**src/rtl/ama_riscv_pkg.sv**
```systemverilog
// Shared types and constants for the operand-forwarding scoreboard.
package ama_riscv_pkg;

    localparam int FWD_CNT_W  = 4;
    localparam int FWD_SEL_RF = 0;
    localparam int LAT_ALU    = 0;
    localparam int LAT_LOAD   = 1;

    localparam logic [4:0] RF_X0_ZERO = 5'd0;

    // cnt = remaining stages before the result can be forwarded
    typedef struct packed {
        logic                 vld;
        logic                 we;
        logic [4:0]           rd;
        logic [FWD_CNT_W-1:0] cnt;
    } fwd_entry_t;

    function automatic logic [FWD_CNT_W-1:0] cnt_dec(input logic [FWD_CNT_W-1:0] c);
        return (c == '0) ? '0 : c - 1'b1;
    endfunction

endpackage

```
**src/rtl/ama_riscv_fwd_src_match.sv**
```systemverilog
// Youngest-match priority scan for one source operand: yields forward select
// or a stall when the youngest in-flight producer is not yet ready.
module ama_riscv_fwd_src_match
    import ama_riscv_pkg::*;
#(
    parameter int NUM_STAGES = 3,
    parameter int SEL_W      = $clog2(NUM_STAGES + 1)
) (
    input  fwd_entry_t [NUM_STAGES-1:0] entries,
    input  logic [4:0]                  rs,
    input  logic                        rs_used,
    output logic [SEL_W-1:0]            sel,
    output logic                        stall
);

    always_comb begin
        sel   = SEL_W'(FWD_SEL_RF);
        stall = 1'b0;
        // Scan oldest to youngest so the youngest match is the last to assign.
        for (int k = NUM_STAGES - 1; k >= 0; k--) begin
            if (rs_used && (rs != RF_X0_ZERO) && entries[k].vld && entries[k].we &&
                (entries[k].rd == rs)) begin
                if (entries[k].cnt == '0) begin
                    sel   = SEL_W'(k + 1);
                    stall = 1'b0;
                end else begin
                    sel   = SEL_W'(FWD_SEL_RF);
                    stall = 1'b1;
                end
            end
        end
    end

endmodule

```
**src/rtl/ama_riscv_fwd_scoreboard.sv**
```systemverilog
// Forwarding scoreboard tracking in-flight writes across NUM_STAGES post-ID stages.
// Optional performance counters are enabled with macro FWD_PERF_CNT_EN.
module ama_riscv_fwd_scoreboard
    import ama_riscv_pkg::*;
#(
    parameter int NUM_STAGES = 3,
    parameter int NUM_SRC    = 2,
    parameter int LAT_W      = 2,
    parameter int SEL_W      = $clog2(NUM_STAGES + 1)
) (
    input  logic                     clk,
    input  logic                     rst_n,
    input  logic                     pipe_stall,
    input  logic                     flush,
    input  logic                     issue_valid_id,
    input  logic                     reg_we_id,
    input  logic [4:0]               rd_id,
    input  logic [LAT_W-1:0]         lat_id,
    input  logic [NUM_SRC*5-1:0]     rs_id,
    input  logic [NUM_SRC-1:0]       rs_used_id,
`ifdef FWD_PERF_CNT_EN
    output logic [31:0]              perf_stall_cnt,
    output logic [31:0]              perf_fwd_cnt,
`endif
    output logic [NUM_SRC*SEL_W-1:0] fwd_sel,
    output logic                     stall_id
);

    localparam logic [LAT_W-1:0] LAT_MAX = LAT_W'(NUM_STAGES - 1);

    fwd_entry_t [NUM_STAGES-1:0] ent;
    fwd_entry_t [NUM_STAGES-1:0] ent_nxt;
    logic [NUM_SRC-1:0]          src_stall;
    logic [LAT_W-1:0]            lat_clamped;
    logic                        advance;

    assign advance     = !pipe_stall;
    assign lat_clamped = (lat_id > LAT_MAX) ? LAT_MAX : lat_id;

    for (genvar s = 0; s < NUM_SRC; s++) begin : g_src
        ama_riscv_fwd_src_match #(
            .NUM_STAGES (NUM_STAGES),
            .SEL_W      (SEL_W)
        ) u_match (
            .entries (ent),
            .rs      (rs_id[s*5 +: 5]),
            .rs_used (rs_used_id[s]),
            .sel     (fwd_sel[s*SEL_W +: SEL_W]),
            .stall   (src_stall[s])
        );
    end

    assign stall_id = issue_valid_id & (|src_stall);

    always_comb begin
        ent_nxt        = ent;
        ent_nxt[0].vld = issue_valid_id & !stall_id & !flush;
        ent_nxt[0].we  = reg_we_id;
        ent_nxt[0].rd  = rd_id;
        ent_nxt[0].cnt = FWD_CNT_W'(lat_clamped);
        for (int k = 1; k < NUM_STAGES; k++) begin
            ent_nxt[k]     = ent[k-1];
            ent_nxt[k].cnt = cnt_dec(ent[k-1].cnt);
        end
    end

    always_ff @(posedge clk or negedge rst_n) begin
        if (!rst_n) begin
            ent <= '0;
        end else if (advance) begin
            ent <= ent_nxt;
        end
    end

`ifdef FWD_PERF_CNT_EN
    logic [31:0] fwd_now;

    always_comb begin
        fwd_now = '0;
        for (int s = 0; s < NUM_SRC; s++) begin
            if (fwd_sel[s*SEL_W +: SEL_W] != '0) begin
                fwd_now = fwd_now + 32'd1;
            end
        end
    end

    always_ff @(posedge clk or negedge rst_n) begin
        if (!rst_n) begin
            perf_stall_cnt <= '0;
            perf_fwd_cnt   <= '0;
        end else if (advance) begin
            if (stall_id) begin
                perf_stall_cnt <= perf_stall_cnt + 32'd1;
            end else if (issue_valid_id) begin
                perf_fwd_cnt <= perf_fwd_cnt + fwd_now;
            end
        end
    end
`endif

    lat_legal_a: assert property (@(posedge clk) disable iff (!rst_n)
        issue_valid_id |-> (lat_id <= LAT_MAX));

endmodule

```
**config.mk**
```make
export PLATFORM = sky130hd
export DESIGN_NAME = ama_riscv_fwd_scoreboard
export DESIGN_NICKNAME = d
export VERILOG_FILES = /design/src/rtl/ama_riscv_pkg.sv /design/src/rtl/ama_riscv_fwd_src_match.sv /design/src/rtl/ama_riscv_fwd_scoreboard.sv
export SDC_FILE = /design/constraint.sdc
export NUM_CORES = 1
export LEC_CHECK = 0
export CORE_MARGIN = 2
export CORE_UTILIZATION = 38
export DETAILED_ROUTE_END_ITERATION = 8
export PLACE_DENSITY = 0.7
export SYNTH_ARGS = -nofsm -noshare
export SYNTH_HDL_FRONTEND = slang
export SYNTH_SLANG_ARGS = --single-unit
```
**constraint.sdc**
```tcl
create_clock -name clk -period 3.15 [get_ports clk]
set_input_delay 0.4725 -clock clk [delete_from_list [all_inputs] [get_ports clk]]
set_output_delay 0.4725 -clock clk [all_outputs]
set_load 0.01 [all_outputs]
```
==> flow_metrics.py <==
metrics = {
    "routing": {
        "wire_per_inst_um": 14.2,
        "drt.antenna.violating_nets": 0,
        "num_vias": 1311,
        "drt_iter0_markers": 76,
        "routed_via_density": 4.95,
        "drc": 0,
        "drt_pass1_iterations": 4,
        "wl_um": 3770,
    },
    "global_route": {
        "grt_pass1_vias": 1278,
        "met1_track_demand_over_resource_in_global_routing_pct": 20.6,
        "globalRoute.busiestLayer": "met2",
        "grt_antenna_before_repair": 0,
        "gr-usage-met2_pct": 26.2,
        "wire_length_of_the_first_global_routing_pass_um": 6270,
        "grt_start_max_net_pins": 38,
        "grt_remaining_overflow": 0,
        "globalRouteMet3Util_pct": 3.52,
        "gr_util_all_layers_pct": 15.9,
    },
    "sta": {
        "slew-limit-headroom_pct": 72.4,
        "max_slew_violations": 0,
        "finalHoldViolations": 0,
        "tightest_slew_ns": 0.414,
        "final_period_minus_worst_setup_slack_ns": 3.08,
        "worst_clock_skew_ns": 0.00416,
        "fin_crit_sh_pct": 97.7,
        "fmax_mhz": 325,
        "worst_hold_slack_ns": 0.490,
        "post-route-worst-setup-slack_ns": 0.0724,
        "finalSetupViolCount": 0,
    },
    "worst_setup_path": {
        "worstPathRequired_ns": 2.68,
        "critical_path.max_fanout": 5,
        "setup.worst_path.class": "input port to output port",
        "worstSetupStartpointType": "input port",
        "worst_setup_path_end_kind": "output port",
        "critical_path_arrival_ns": 2.61,
    },
    "power_and_ir_drop": {
        "p_switching_uw": 291,
        "power_leakage_uw": 0.000963,
        "combPwrFrac_pct": 23.2,
        "peakVddDrop_mv": 0.345,
        "power.share.sequential_pct": 46.8,
        "power_switching_share_pct": 28.0,
        "pd_cells_nw_per_um2": 445,
        "clock_power_share_pct": 30.1,
        "p_int_uw": 750,
    },
    "floorplan": {
        "die_h_um": 71.4,
        "die_width_um": 71.4,
        "start_util_pct": 39.6,
        "fp.coreArea_um2": 4350,
        "die-area_um2": 5090,
        "placement_rows": 24,
        "ios": 30,
    },
    "worst_hold_path": {
        "worstHoldPathType": "flip-flop to flip-flop",
    },
    "final_layout": {
        "largest_register_ff_count": 30,
        "layout.cells.most_common": "sky130_fd_sc_hd__dfrtp_1",
        "nets": 239,
        "post_route_cells_drive_above_1_share_pct": 29.1,
        "multi_input_logic_area_um2": 976,
        "area.sequential_um2": 751,
        "largest_registers": "ent (30)",
        "top_register": "ent",
        "num_antenna_cells": 0,
        "fill_cells": 381,
        "syn2layout_area_growth_pct": 35.6,
        "most-common-layout-cells": "sky130_fd_sc_hd__dfrtp_1 (30), sky130_fd_sc_hd__xnor2_1 (23), sky130_fd_sc_hd__clkdlybuf4s50_1 (23)",
    },
    "cts": {
        "cts_tree": "built",
        "cts-root-buf": "sky130_fd_sc_hd__clkbuf_8",
        "cts_num_sinks": 30,
        "worst_skew_pair.late_latency_ns": 0.28,
        "clkTransAtPathRegs_ns": 0.06,
        "clk_path_buf_depth": 2,
        "total_clock_buffers_created_by_cts": 5,
        "cts-htree-levels": 2,
    },
    "synthesis": {
        "synthesis.yosys.warnings": 0,
        "most_area_hungry_cell_type_in_the_yosys_netlist": "sky130_fd_sc_hd__dfrtp_1",
        "synth.top_cell.area_share_pct": 43.5,
        "seq_area_frac_synth_pct": 43.5,
        "number_of_register_bits_inferred_by_synthesis": 30,
        "avgSynthCellArea_um2": 10.8,
        "postSynthNetCount": 187,
        "syn_inst": 160,
        "synth_cell_types": 36,
        "syn-cell-area_um2": 1720,
        "yosys-top-cells-area": "sky130_fd_sc_hd__dfrtp_1 (44%), sky130_fd_sc_hd__mux2_2 (14%), sky130_fd_sc_hd__xnor2_1 (12%)",
    },
    "placed_design": {
        "placer_s_final_routability_congestion_estimate": 0.868,
        "detailed_place_hpwl_um": 2790,
        "pre_cts_ws_ns": -0.212,
        "buffer_ports.inserted": 29,
    },
    "job": {
        "number_of_violations_of_the_max_capacitance_limit": 0,
    },
    "status": {
        "outcome": "finished clean",
    },
}
-- metal layers --
metal  wire [µm]  vias to the layer above
met1        1700                      613
li1            -                      668
met2        1910                       24
met3         105                        6
met5           0                        -
met4          52                        0
-- metrics by stage --
step                instances  TNS (ns)  util [%]  area [µm²]  total power [µW]
floorplan                 160         0         -        1720               623
global placement          256    -0.689      50.7        2210               725
detailed placement        256    -0.695      50.7        2210               729
CTS                       264         0      52.8        2300              1050
global route              265   -0.0297      53.7        2340              1110
finish                    265         0      53.7        2340              1040
-- worst paths after layout --
kind | from | to | slack, ns | cells after the start
worst max-delay path | rs_id[8] | fwd_sel[3] | 0.07 | 9
worst min-delay path | ent[22]$_DFFE_PN0N_ | ent[22]$_DFFE_PN0N_ | 0.49 | 2
worst max register to register | ent[27]$_DFFE_PN0N_ | ent[10]$_DFFE_PN0N_ | 1.07 | 7
worst min register to register | ent[22]$_DFFE_PN0N_ | ent[22]$_DFFE_PN0N_ | 0.49 | 2
max in group asynchronous | rst_n | ent[24]$_DFFE_PN0N_ | 2.29 | 2
min in group asynchronous | rst_n | ent[6]$_DFFE_PN0N_ | 0.58 | 2
-- power by group through the flow --
stage | Clock [µW] | Sequential (µW) | Combinational, µW
floorplan | 0 | 478 | 146
global placement | 0 | 492 | 233
detailed placement | 0 | 494 | 235
CTS | 321 | 488 | 236
global route | 343 | 496 | 267
finish | 313 | 487 | 241
-- cells by family (layout without fill, tap and decap cells) --
| kind of cell | count (synthesis) | count (layout) | share of synthesized area, % |
|---|---|---|---|
| mux | 23 | 23 | 14.9 |
| xor+xnor | 26 | 26 | 13.2 |
| compound gates | 20 | 20 | 8.93 |
| fa+ha+maj | 2 | 2 | 1.45 |
| simple gates | 48 | 48 | 15.5 |
| buf+inv | 11 | 64 | 2.39 |
| flops | 30 | 30 | 43.5 |
-- cell usage after synthesis --
library cell,number
sky130_fd_sc_hd__a21boi_0,2
sky130_fd_sc_hd__o21ai_2,1
sky130_fd_sc_hd__mux2i_1,1
sky130_fd_sc_hd__or3_1,2
sky130_fd_sc_hd__a2bb2oi_1,1
sky130_fd_sc_hd__nand3_1,2
sky130_fd_sc_hd__nor4_1,4
sky130_fd_sc_hd__dfrtp_1,30
sky130_fd_sc_hd__nand2_1,16
sky130_fd_sc_hd__a32o_1,1
sky130_fd_sc_hd__o31ai_1,3
sky130_fd_sc_hd__nor2_1,3
sky130_fd_sc_hd__a2111oi_0,1
sky130_fd_sc_hd__xnor2_1,23
sky130_fd_sc_hd__nor3b_1,1
sky130_fd_sc_hd__a222oi_1,1
sky130_fd_sc_hd__nand2b_1,3
sky130_fd_sc_hd__ha_1,2
sky130_fd_sc_hd__nor4_2,1
sky130_fd_sc_hd__a21oi_1,2
sky130_fd_sc_hd__nor3_2,1
sky130_fd_sc_hd__clkbuf_1,4
sky130_fd_sc_hd__or2_2,1
sky130_fd_sc_hd__o31ai_2,1
sky130_fd_sc_hd__o21ai_4,1
sky130_fd_sc_hd__nor3_1,2
sky130_fd_sc_hd__inv_1,7
sky130_fd_sc_hd__or4_1,3
sky130_fd_sc_hd__or4_4,1
sky130_fd_sc_hd__xor2_1,3
sky130_fd_sc_hd__mux2_2,22
sky130_fd_sc_hd__nor2b_1,2
sky130_fd_sc_hd__nand4_1,4
sky130_fd_sc_hd__o22ai_1,1
sky130_fd_sc_hd__o21ai_0,5
sky130_fd_sc_hd__and2_1,2
-- area by class of cell --
class	count	area share, %
multi-input cells	119	41.7
flip-flops and latches	30	32.1
repair buffers	49	18.4
clock buffers	7	3.69
well taps	52	2.78
inverters	7	1.12
clock inverters	1	0.214
-- repair_timing --
action                                  in CTS  in global routing
endpoints found under the setup margin       5                  1
hold buffers                                 0                  0
pin swaps                                    0                  3
buffers inserted                             0                  1
cloned                                       0                  0
endpoints found under the hold margin        0                  0
resized for setup                            7                 10
-- critical path, stage by stage --
cell                              delay, ns
sky130_fd_sc_hd__clkdlybuf4s50_1       0.56
sky130_fd_sc_hd__inv_1                 0.08
sky130_fd_sc_hd__a2111oi_2             0.39
sky130_fd_sc_hd__nand4_1               0.20
sky130_fd_sc_hd__buf_4                 0.18
sky130_fd_sc_hd__nor3_1                0.17
sky130_fd_sc_hd__nand2_1               0.09
sky130_fd_sc_hd__a21boi_0              0.18
sky130_fd_sc_hd__dlygate4sd2_1         0.29
No activity file was read; power rests on OpenSTA's default activity.
